--- config.mk ---
export PLATFORM = sky130hd
export DESIGN_NAME = bim_updater
export DESIGN_NICKNAME = d
export VERILOG_FILES = /design/src/rtl/bp_pkg.sv /design/src/rtl/bim_upd_fifo.sv /design/src/rtl/bim_updater.sv
export SDC_FILE = /design/constraint.sdc
export NUM_CORES = 1
export LEC_CHECK = 0
export ABC_CLOCK_PERIOD_IN_PS = 6300
export CORE_ASPECT_RATIO = 1.1
export CORE_MARGIN = 2
export CORE_UTILIZATION = 40
export DETAILED_ROUTE_END_ITERATION = 6
export GPL_TIMING_DRIVEN = 0
export PLACE_DENSITY_LB_ADDON = 0.2
export SYNTH_ARGS = -nofsm -noshare
export SYNTH_HDL_FRONTEND = slang
export SYNTH_SLANG_ARGS = --single-unit
--- constraint.sdc ---
create_clock -name clk -period 6.3 [get_ports clk]
set_input_delay 0.63 -clock clk [delete_from_list [all_inputs] [get_ports clk]]
set_output_delay 0.63 -clock clk [all_outputs]
set_load 0.03 [all_outputs]
--- src/rtl/bp_pkg.sv ---
// Shared definitions for the bimodal predictor write side.
package bp_pkg;

    localparam int unsigned BP_SET_IDX = 8;
    localparam int unsigned BP_CTR_W   = 2;
    localparam logic [BP_CTR_W-1:0] BP_CTR_MAX = '1;

    typedef struct packed {
        logic [BP_SET_IDX-1:0] idx;
        logic                  taken;
    } bim_upd_t;

endpackage

--- src/rtl/bim_upd_fifo.sv ---
// Two-in / one-out circular queue of branch updates with occupancy and free>=2 flag.
module bim_upd_fifo
    import bp_pkg::*;
#(
    parameter int unsigned DEPTH = 8,
    parameter int unsigned W     = $bits(bim_upd_t)
) (
    input  logic                   clk,
    input  logic                   rst_n,
    input  logic [1:0]             push_n_i,
    input  logic [W-1:0]           push_a_i,
    input  logic [W-1:0]           push_b_i,
    input  logic                   pop_i,
    output logic [W-1:0]           head_o,
    output logic [$clog2(DEPTH):0] occ_o,
    output logic                   free2_o
);

    localparam int unsigned PTR_W = $clog2(DEPTH);

    logic [W-1:0]     mem_q [DEPTH];
    logic [PTR_W-1:0] rd_ptr_q, rd_ptr_d;
    logic [PTR_W-1:0] wr_ptr_q, wr_ptr_d;
    logic [PTR_W-1:0] wr_ptr_b;
    logic [PTR_W:0]   occ_q, occ_d;

    // Next pointers/occupancy; power-of-2 depth makes pointer wrap implicit.
    always_comb begin
        wr_ptr_b = wr_ptr_q + PTR_W'(1);
        rd_ptr_d = rd_ptr_q + PTR_W'(pop_i);
        wr_ptr_d = wr_ptr_q + PTR_W'(push_n_i);
        occ_d    = occ_q + (PTR_W+1)'(push_n_i) - (PTR_W+1)'(pop_i);
    end

    // Storage: older entry at the write pointer, younger one right after it.
    always_ff @(posedge clk) begin
        if (push_n_i != 2'd0) mem_q[wr_ptr_q] <= push_a_i;
        if (push_n_i == 2'd2) mem_q[wr_ptr_b] <= push_b_i;
    end

    // Pointer and occupancy registers.
    always_ff @(posedge clk) begin
        if (!rst_n) begin
            rd_ptr_q <= '0;
            wr_ptr_q <= '0;
            occ_q    <= '0;
        end else begin
            rd_ptr_q <= rd_ptr_d;
            wr_ptr_q <= wr_ptr_d;
            occ_q    <= occ_d;
        end
    end

    assign head_o  = mem_q[rd_ptr_q];
    assign occ_o   = occ_q;
    assign free2_o = (occ_q <= (PTR_W+1)'(DEPTH - 2));

endmodule

--- src/rtl/bim_updater.sv ---
// Bimodal counter table write-side controller: queue commit updates, drain one per cycle
// as read (stage R) / saturating update + write-back (stage W).
module bim_updater
    import bp_pkg::*;
#(
    parameter int unsigned SET_IDX = BP_SET_IDX,
    parameter int unsigned CTR_W   = BP_CTR_W,
    parameter int unsigned DEPTH   = 8,
    parameter int unsigned CNT_W   = 32
) (
    input  logic               clk,
    input  logic               rst_n,
    input  logic [1:0]         upd_valid,
    input  logic [SET_IDX-1:0] upd_idx0,
    input  logic [SET_IDX-1:0] upd_idx1,
    input  logic [1:0]         upd_taken,
    output logic               upd_ready,
    output logic [SET_IDX-1:0] bim_raddr1,
    input  logic [CTR_W-1:0]   bim_rdata1,
    output logic               bim_we,
    output logic [SET_IDX-1:0] bim_waddr,
    output logic [CTR_W-1:0]   bim_wdata,
    output logic               busy,
    output logic [CNT_W-1:0]   upd_count
);

    typedef struct packed {
        logic [SET_IDX-1:0] idx;
        logic               taken;
    } upd_t;

    localparam int unsigned UPD_W = $bits(upd_t);
    localparam logic [CTR_W-1:0] CTR_TOP = '1;

    upd_t                 in_a, in_b, head;
    logic [1:0]           push_n;
    logic [$clog2(DEPTH):0] occ;
    logic                 free2;
    logic                 r_valid;
    logic [CTR_W-1:0]     old_ctr;
    logic [CTR_W-1:0]     w_new;

    logic                 w_valid_q, w_valid_d;
    logic [SET_IDX-1:0]   w_idx_q,   w_idx_d;
    logic                 w_taken_q, w_taken_d;
    logic [CTR_W-1:0]     w_old_q,   w_old_d;
    logic [CNT_W-1:0]     upd_count_q, upd_count_d;

    assign upd_ready = rst_n && free2;

    // Compact the valid commit slots so the older valid one is always pushed first.
    always_comb begin
        push_n = 2'd0;
        in_a   = '{idx: upd_idx0, taken: upd_taken[0]};
        in_b   = '{idx: upd_idx1, taken: upd_taken[1]};
        if (upd_ready) begin
            case (upd_valid)
                2'b01:   push_n = 2'd1;
                2'b10: begin
                    push_n = 2'd1;
                    in_a   = '{idx: upd_idx1, taken: upd_taken[1]};
                end
                2'b11:   push_n = 2'd2;
                default: push_n = 2'd0;
            endcase
        end
    end

    bim_upd_fifo #(
        .DEPTH (DEPTH),
        .W     (UPD_W)
    ) u_fifo (
        .clk      (clk),
        .rst_n    (rst_n),
        .push_n_i (push_n),
        .push_a_i (in_a),
        .push_b_i (in_b),
        .pop_i    (r_valid),
        .head_o   (head),
        .occ_o    (occ),
        .free2_o  (free2)
    );

    // Stage R: read head counter; the W-stage write has not landed yet, so forward it.
    always_comb begin
        r_valid    = rst_n && (occ != '0);
        bim_raddr1 = head.idx;
        old_ctr    = (w_valid_q && (w_idx_q == head.idx)) ? w_new : bim_rdata1;
        w_valid_d  = r_valid;
        w_idx_d    = head.idx;
        w_taken_d  = head.taken;
        w_old_d    = old_ctr;
    end

    // Stage W: saturating update, write suppressed when the counter does not change.
    always_comb begin
        if (w_taken_q) w_new = (w_old_q == CTR_TOP) ? w_old_q : w_old_q + CTR_W'(1);
        else           w_new = (w_old_q == '0)      ? w_old_q : w_old_q - CTR_W'(1);
        bim_we      = rst_n && w_valid_q && (w_new != w_old_q);
        bim_waddr   = w_idx_q;
        bim_wdata   = w_new;
        busy        = rst_n && ((occ != '0) || w_valid_q);
        upd_count_d = upd_count_q + CNT_W'(w_valid_q);
    end

    // W-stage and retired-update counter registers.
    always_ff @(posedge clk) begin
        if (!rst_n) begin
            w_valid_q   <= 1'b0;
            w_idx_q     <= '0;
            w_taken_q   <= 1'b0;
            w_old_q     <= '0;
            upd_count_q <= '0;
        end else begin
            w_valid_q   <= w_valid_d;
            w_idx_q     <= w_idx_d;
            w_taken_q   <= w_taken_d;
            w_old_q     <= w_old_d;
            upd_count_q <= upd_count_d;
        end
    end

    assign upd_count = upd_count_q;

endmodule

# [After elaboration in Yosys (flattened, before gate mapping)]
# Memory sizes are Yosys's and may differ from the RTL's. A register that Yosys moved wholly into a read port is not among the register bits.
# Cells that the tools add are included.
# Widths: inputs -> output; s select.
[totals] reg_bits=54 ramBits=72 inputBits=24 output_inout_bits=53 n_memories=1
[op_classes] addsub=8 order_cmp=1 n_eq_ne=7 n_mux=13 reduce_logical=11
[mem_list] memory="u_fifo.mem_q" words=8 word_bits=9 rd=1 rd_clocked_by_memory_dff=1 write_ports=2 line_no="bim_upd_fifo.sv:21" rtl="logic [W-1:0] mem_q [DEPTH];"
[ops] cell="$add 32x1->32" n=1
[ops] cell="$mux 9" n=2
[ops] cell="$mux 2" n=5
[ops] cell="$eq 2x2->1 const B" n=4
[ops] cell="$eq 8x8->1" n=1
[ops] cell="$logic_and 1x1->1" n=6
[ops] cell="$add 4x2->4" n=1
[ops] cell="$le 4x3->1 const B" n=1
[ops] cell="$mux 1" n=4
[ops] cell="$pmux 2 s2" n=1
[ops] cell="$reduce_bool 4->1" n=1
[ops] cell="$sub 4x1->4" n=1
[ops] cell="$add 3x1->3" n=1
[ops] cell="$add 3x1->3 const B" n=1
[ops] cell="$add 3x2->3" n=1
[ops] cell="$mux 3" n=1
[ops] cell="$add 2x1->2 const B" n=1
[ops] cell="$eq 2x1->1 const B" n=1
[ops] cell="$logic_not 2->1" n=1
[ops] cell="$ne 2x2->1" n=1
[ops] cell="$reduce_bool 2->1" n=1
[ops] cell="$reduce_or 2->1" n=1
[ops] cell="$sub 2x1->2 const B" n=1
[ops] cell="$logic_or 1x1->1" n=1

# [Logic depth before layout (Yosys ltp)]
# Gate-level depths: netlist (run 1).
[depth] depth_word=7 depth_mapped=13 ltp_nobuf=13

# [By module]
# A second synthesis (run 1) with hierarchy kept.
[hier_totals] hier_cells=502 hier_area_um2=6478.7
[modules_own_cells] module="bim_upd_fifo" n_inst=1 cells_each=255 area_each_um2=4291.6 seq_area_each_um2=2362.3
[modules_own_cells] module="bim_updater" n_inst=1 cells_each=247 area_each_um2=2187.1 seq_area_each_um2=880.8

# [Worst setup path before layout (run 1)]
# OpenSTA, ideal clock, no wires.
[synth_path] path_type="input -> register" from="input port rst_n" to="memory u_fifo.mem_q[5][0] (netlist name), enable pin" arrival_ns=2.482 required_time_ns=5.923 slack_ns=3.441 stages=8 cell_sequence="inv_2 a311oi_2 and2_1 inv_2 nor3b_2 nor3b_1 buf_4 o21bai_1"
[synth_lines] element="start, declared" line_no="bim_updater.sv:12" rtl="input logic rst_n,"
[synth_lines] element="end, declared" line_no="bim_upd_fifo.sv:21"

==> metrics.txt, run 1 <==
slowest cell on the critical path o21bai_1; critical path startpoint category input port; Power Dens Cells 332 nW/um2; initial antenna violation count 0; CP bufs+invs 4; Post-CTS Setup Bufs 0; Synth top area share 33.5%; proportion of layout cells with a drive suffix above 1 24.2%; Worst Min Path Start upd_count[31]; RSZ-0062 raised after global routing no; Clock power frac 32.9%; crit-path max cell delay 0.63 ns; H-tree Lvls 4; CTS tree yes; total CTS buffers 17; Hold Path Depth 2; grt total ovfl 0; outcome finished, final reports clean; clock net sink count 126; Reg-to-Reg Start u_fifo.occ_o[3]; FF-to-FF End u_fifo.mem_q[3][2]; Pleak 2.84 nW; IO buf count 76; DR WL/cell 18.5 um; clk slew on worst S/H paths 0.05 ns; Int Pwr 1.86 mW; Initial Util 41.0%; # IOs 77; Final Power 2.66 mW; Post-synth top cells mux2_2 (83), edfxtp_1 (72), dfxtp_1 (54); cells along the critical path clkdlybuf4s50_1 -> inv_2 -> a311oi_2 -> and2_1 -> inv_2 -> nor3b_2 -> and3_1 -> buf_2 -> o21bai_1; Switch Pwr 802 uW; sequential area share after synthesis 50.2%; number of fillers in the final layout 1424; Syn Std Cell Area 6450 um2; R2R depth 10; Die W 125 um; Post-synth EDFFs 72; average instance area after synthesis 12.7 um2; part of the power in combinational logic 30.1%; CTS Hold Bufs 0; synthesized net count 551; multi-input logic area 2960 um2; Max-Slew Margin vs Limit 10.6%; Die ar. 17200 um2; Max Clk Rate 283 MHz; Hold Path End upd_count[31]; final hold violation count 0; largest net degree at the start of global routing 17; flop-to-flop setup slack 3.06 ns; via count 4263; first-pass GRT wire length 23800 um; latest clock arrival within the worst-skew pair 0.41 ns; final wirelength 15100 um; setup TNS 0 ns; gr usage total 18.6%; delay-heaviest family, CP buffers and inverters; root buf cell clkbuf_16; detailed-route DRC error count 0; initial DRC count 219; WS Path Type input port to flop; Vias/cell 5.21; Reg area 3240 um2; Synth-to-Final Area Change 23.9%; top-count cell post-synth mux2_2; placed cell count 786; Post-synth ARST share 0%; Reg power frac 37.0%; Slew Viols, Final 0; Max VDD drop 0.213 mV; most used cell, CP inv_2; Final #Nets 647; Slew @ Worst Pin 1.34 ns; skew final 0.00556 ns; Ys Warns 0; Max-Cap Viols 0; vias in the first global route 4335; die height 137 um; DP HPWL 10200 um; min Tclk post-route 3.54 ns; core area 15700 um2; post-cts sizing count 0; crit-path max FO 10; leading area contributor after synthesis edfxtp_1; worst path required time 6.32 ns; Final period util 56.2%; Antenna Nets Post-Route 0; Final Setup Violations 0; Design Area, Final 8000 um2; Max Root-Sink Buffers 2; Cells after Synth 510; site row count 48; n_diodes 0; routability congestion estimate 0.820; DRT Pass-1 Iters 4; DP Area 7470 um2; Area contributors post-synth edfxtp_1 (33%), dfxtp_1 (17%), mux2_2 (14%), mux4_2 (3.5%), ha_1 (2.9%); CP Capture Type flop; Net Sw Frac 30.2%; Post-Layout Cell Count 819; unique cell type count in the Yosys netlist 48; ys flop type edfxtp_1; Min-Delay Path Class flop to flop; register bit count reported by yosys 126; Critical Path AT 3.56 ns
==> metal layers <==
metal  global-route usage, %  vias to the layer above  share of wire, %
met5                       0                        -                 0
met2                    32.9                      134                51
met4                    6.79                        0               1.7
met1                    21.8                     2055                42
met3                    5.05                       21               5.7
li1                        -                     2053                 -
==> state kept, by name, summed over array words and instances, names as in the netlist <==
signal	count
w_valid_q	1
upd_count	32
u_fifo.occ_o	4
u_fifo.mem_q	72
w_old_q	2
u_fifo.wr_ptr_q	3
bim_waddr	8
w_taken_q	1
u_fifo.rd_ptr_q	3
==> worst reg2reg max path, stage by stage, from the launching register on <==
cell and delay [ns]:
dfxtp_1 0.30, inv_1 0.07, ha_1 0.17, a21boi_0 0.10, a311oi_2 0.41, and2_1 0.29, inv_2 0.09, nor3b_2 0.25
and3_1 0.19, buf_2 0.32, o21bai_1 0.63
==> through the flow <==
stage                     utilization (%)  worst slack (ns)  hold WS [ns]
after floorplan                         -              3.44         0.495
after global placement               47.4              2.41         0.496
after detailed placement             47.4              2.39         0.511
after CTS                            50.7              2.79         0.528
after global routing                 50.8              2.64         0.549
final                                50.8              2.76         0.519
==> cells in the final DEF, fill, tap and decap left out, drive strengths merged, types with 6 or more instances in the layout <==
master / n
clkdlybuf4s50: 76
and2: 18
mux2i: 19
o21bai: 7
clkbuf: 28
nor3: 11
buf: 23
xnor2: 19
clkinv: 8
a21oi: 6
nand3: 15
nor2: 36
edfxtp: 72
and3: 10
dfxtp: 54
mux4: 13
mux2: 83
inv: 21
ha: 15
nand2: 22
xor2: 21
==> worst max path at each step <==
stage / start / endpoint / depth (start not counted)
after detailed placement: rst_n / u_fifo.mem_q[3][6] / 9
final: rst_n / u_fifo.mem_q[3][2] / 9
after CTS: u_fifo.rd_ptr_q[1] / bim_raddr1[3] / 7
after global routing: rst_n / u_fifo.mem_q[3][1] / 9
after floorplan: rst_n / u_fifo.mem_q[5][0] / 8
after global placement: rst_n / u_fifo.mem_q[3][5] / 9
==> cell type report <==
class | instances | area share [%]
buffer | 27 | 2.18
clock buffer | 23 | 5.60
clock inverter | 9 | 0.876
inverter | 21 | 0.986
multi-input combinational | 336 | 37.0
sequential | 126 | 40.6
tap | 200 | 3.13
timing repair buffer | 77 | 9.66
==> cells by family after synthesis <==
kind of cell,count (synthesis),synth area share [%]
muxes,115,22.7
and+or+nand+nor,135,11.0
buffers and inverters,48,3.92
DFF,126,50.2
xor gates and xnor gates,40,5.43
adders and majority gates,17,3.53
AOI/OAI and AO/OA,29,3.14
==> power by group through the flow <==
stage | clock network, mW | logic, mW | registers [mW]
4_1_cts | 0.887 | 0.808 | 0.984
6_report | 0.875 | 0.799 | 0.983
5_1_grt | 0.926 | 0.875 | 0.989
2_1_floorplan | 0 | 0.527 | 1.03
3_3_place_gp | 0 | 0.788 | 0.998
3_5_place_dp | 0 | 0.804 | 1.00
No activity file was read; power rests on OpenSTA's default activity.
==> inputs of run 2 (changes only) <==
ABC_CLOCK_PERIOD_IN_PS = 3600   (was 6300)
clock period = 3.6 ns   (was 6.3 ns; I/O delays follow)
==> results of run 2 <==
Same layout as run 1 (identical final DEF). Status: finished, final reports clean.
Among the figures that moved: setup slack after placement 2.39 ns -> -0.0421 ns; setup slack after layout 2.76 ns -> 0.330 ns; register-to-register setup slack 3.06 ns -> 0.36 ns; total power 2.66 mW -> 4.65 mW; worst IR drop on VDD 0.213 mV -> 0.373 mV
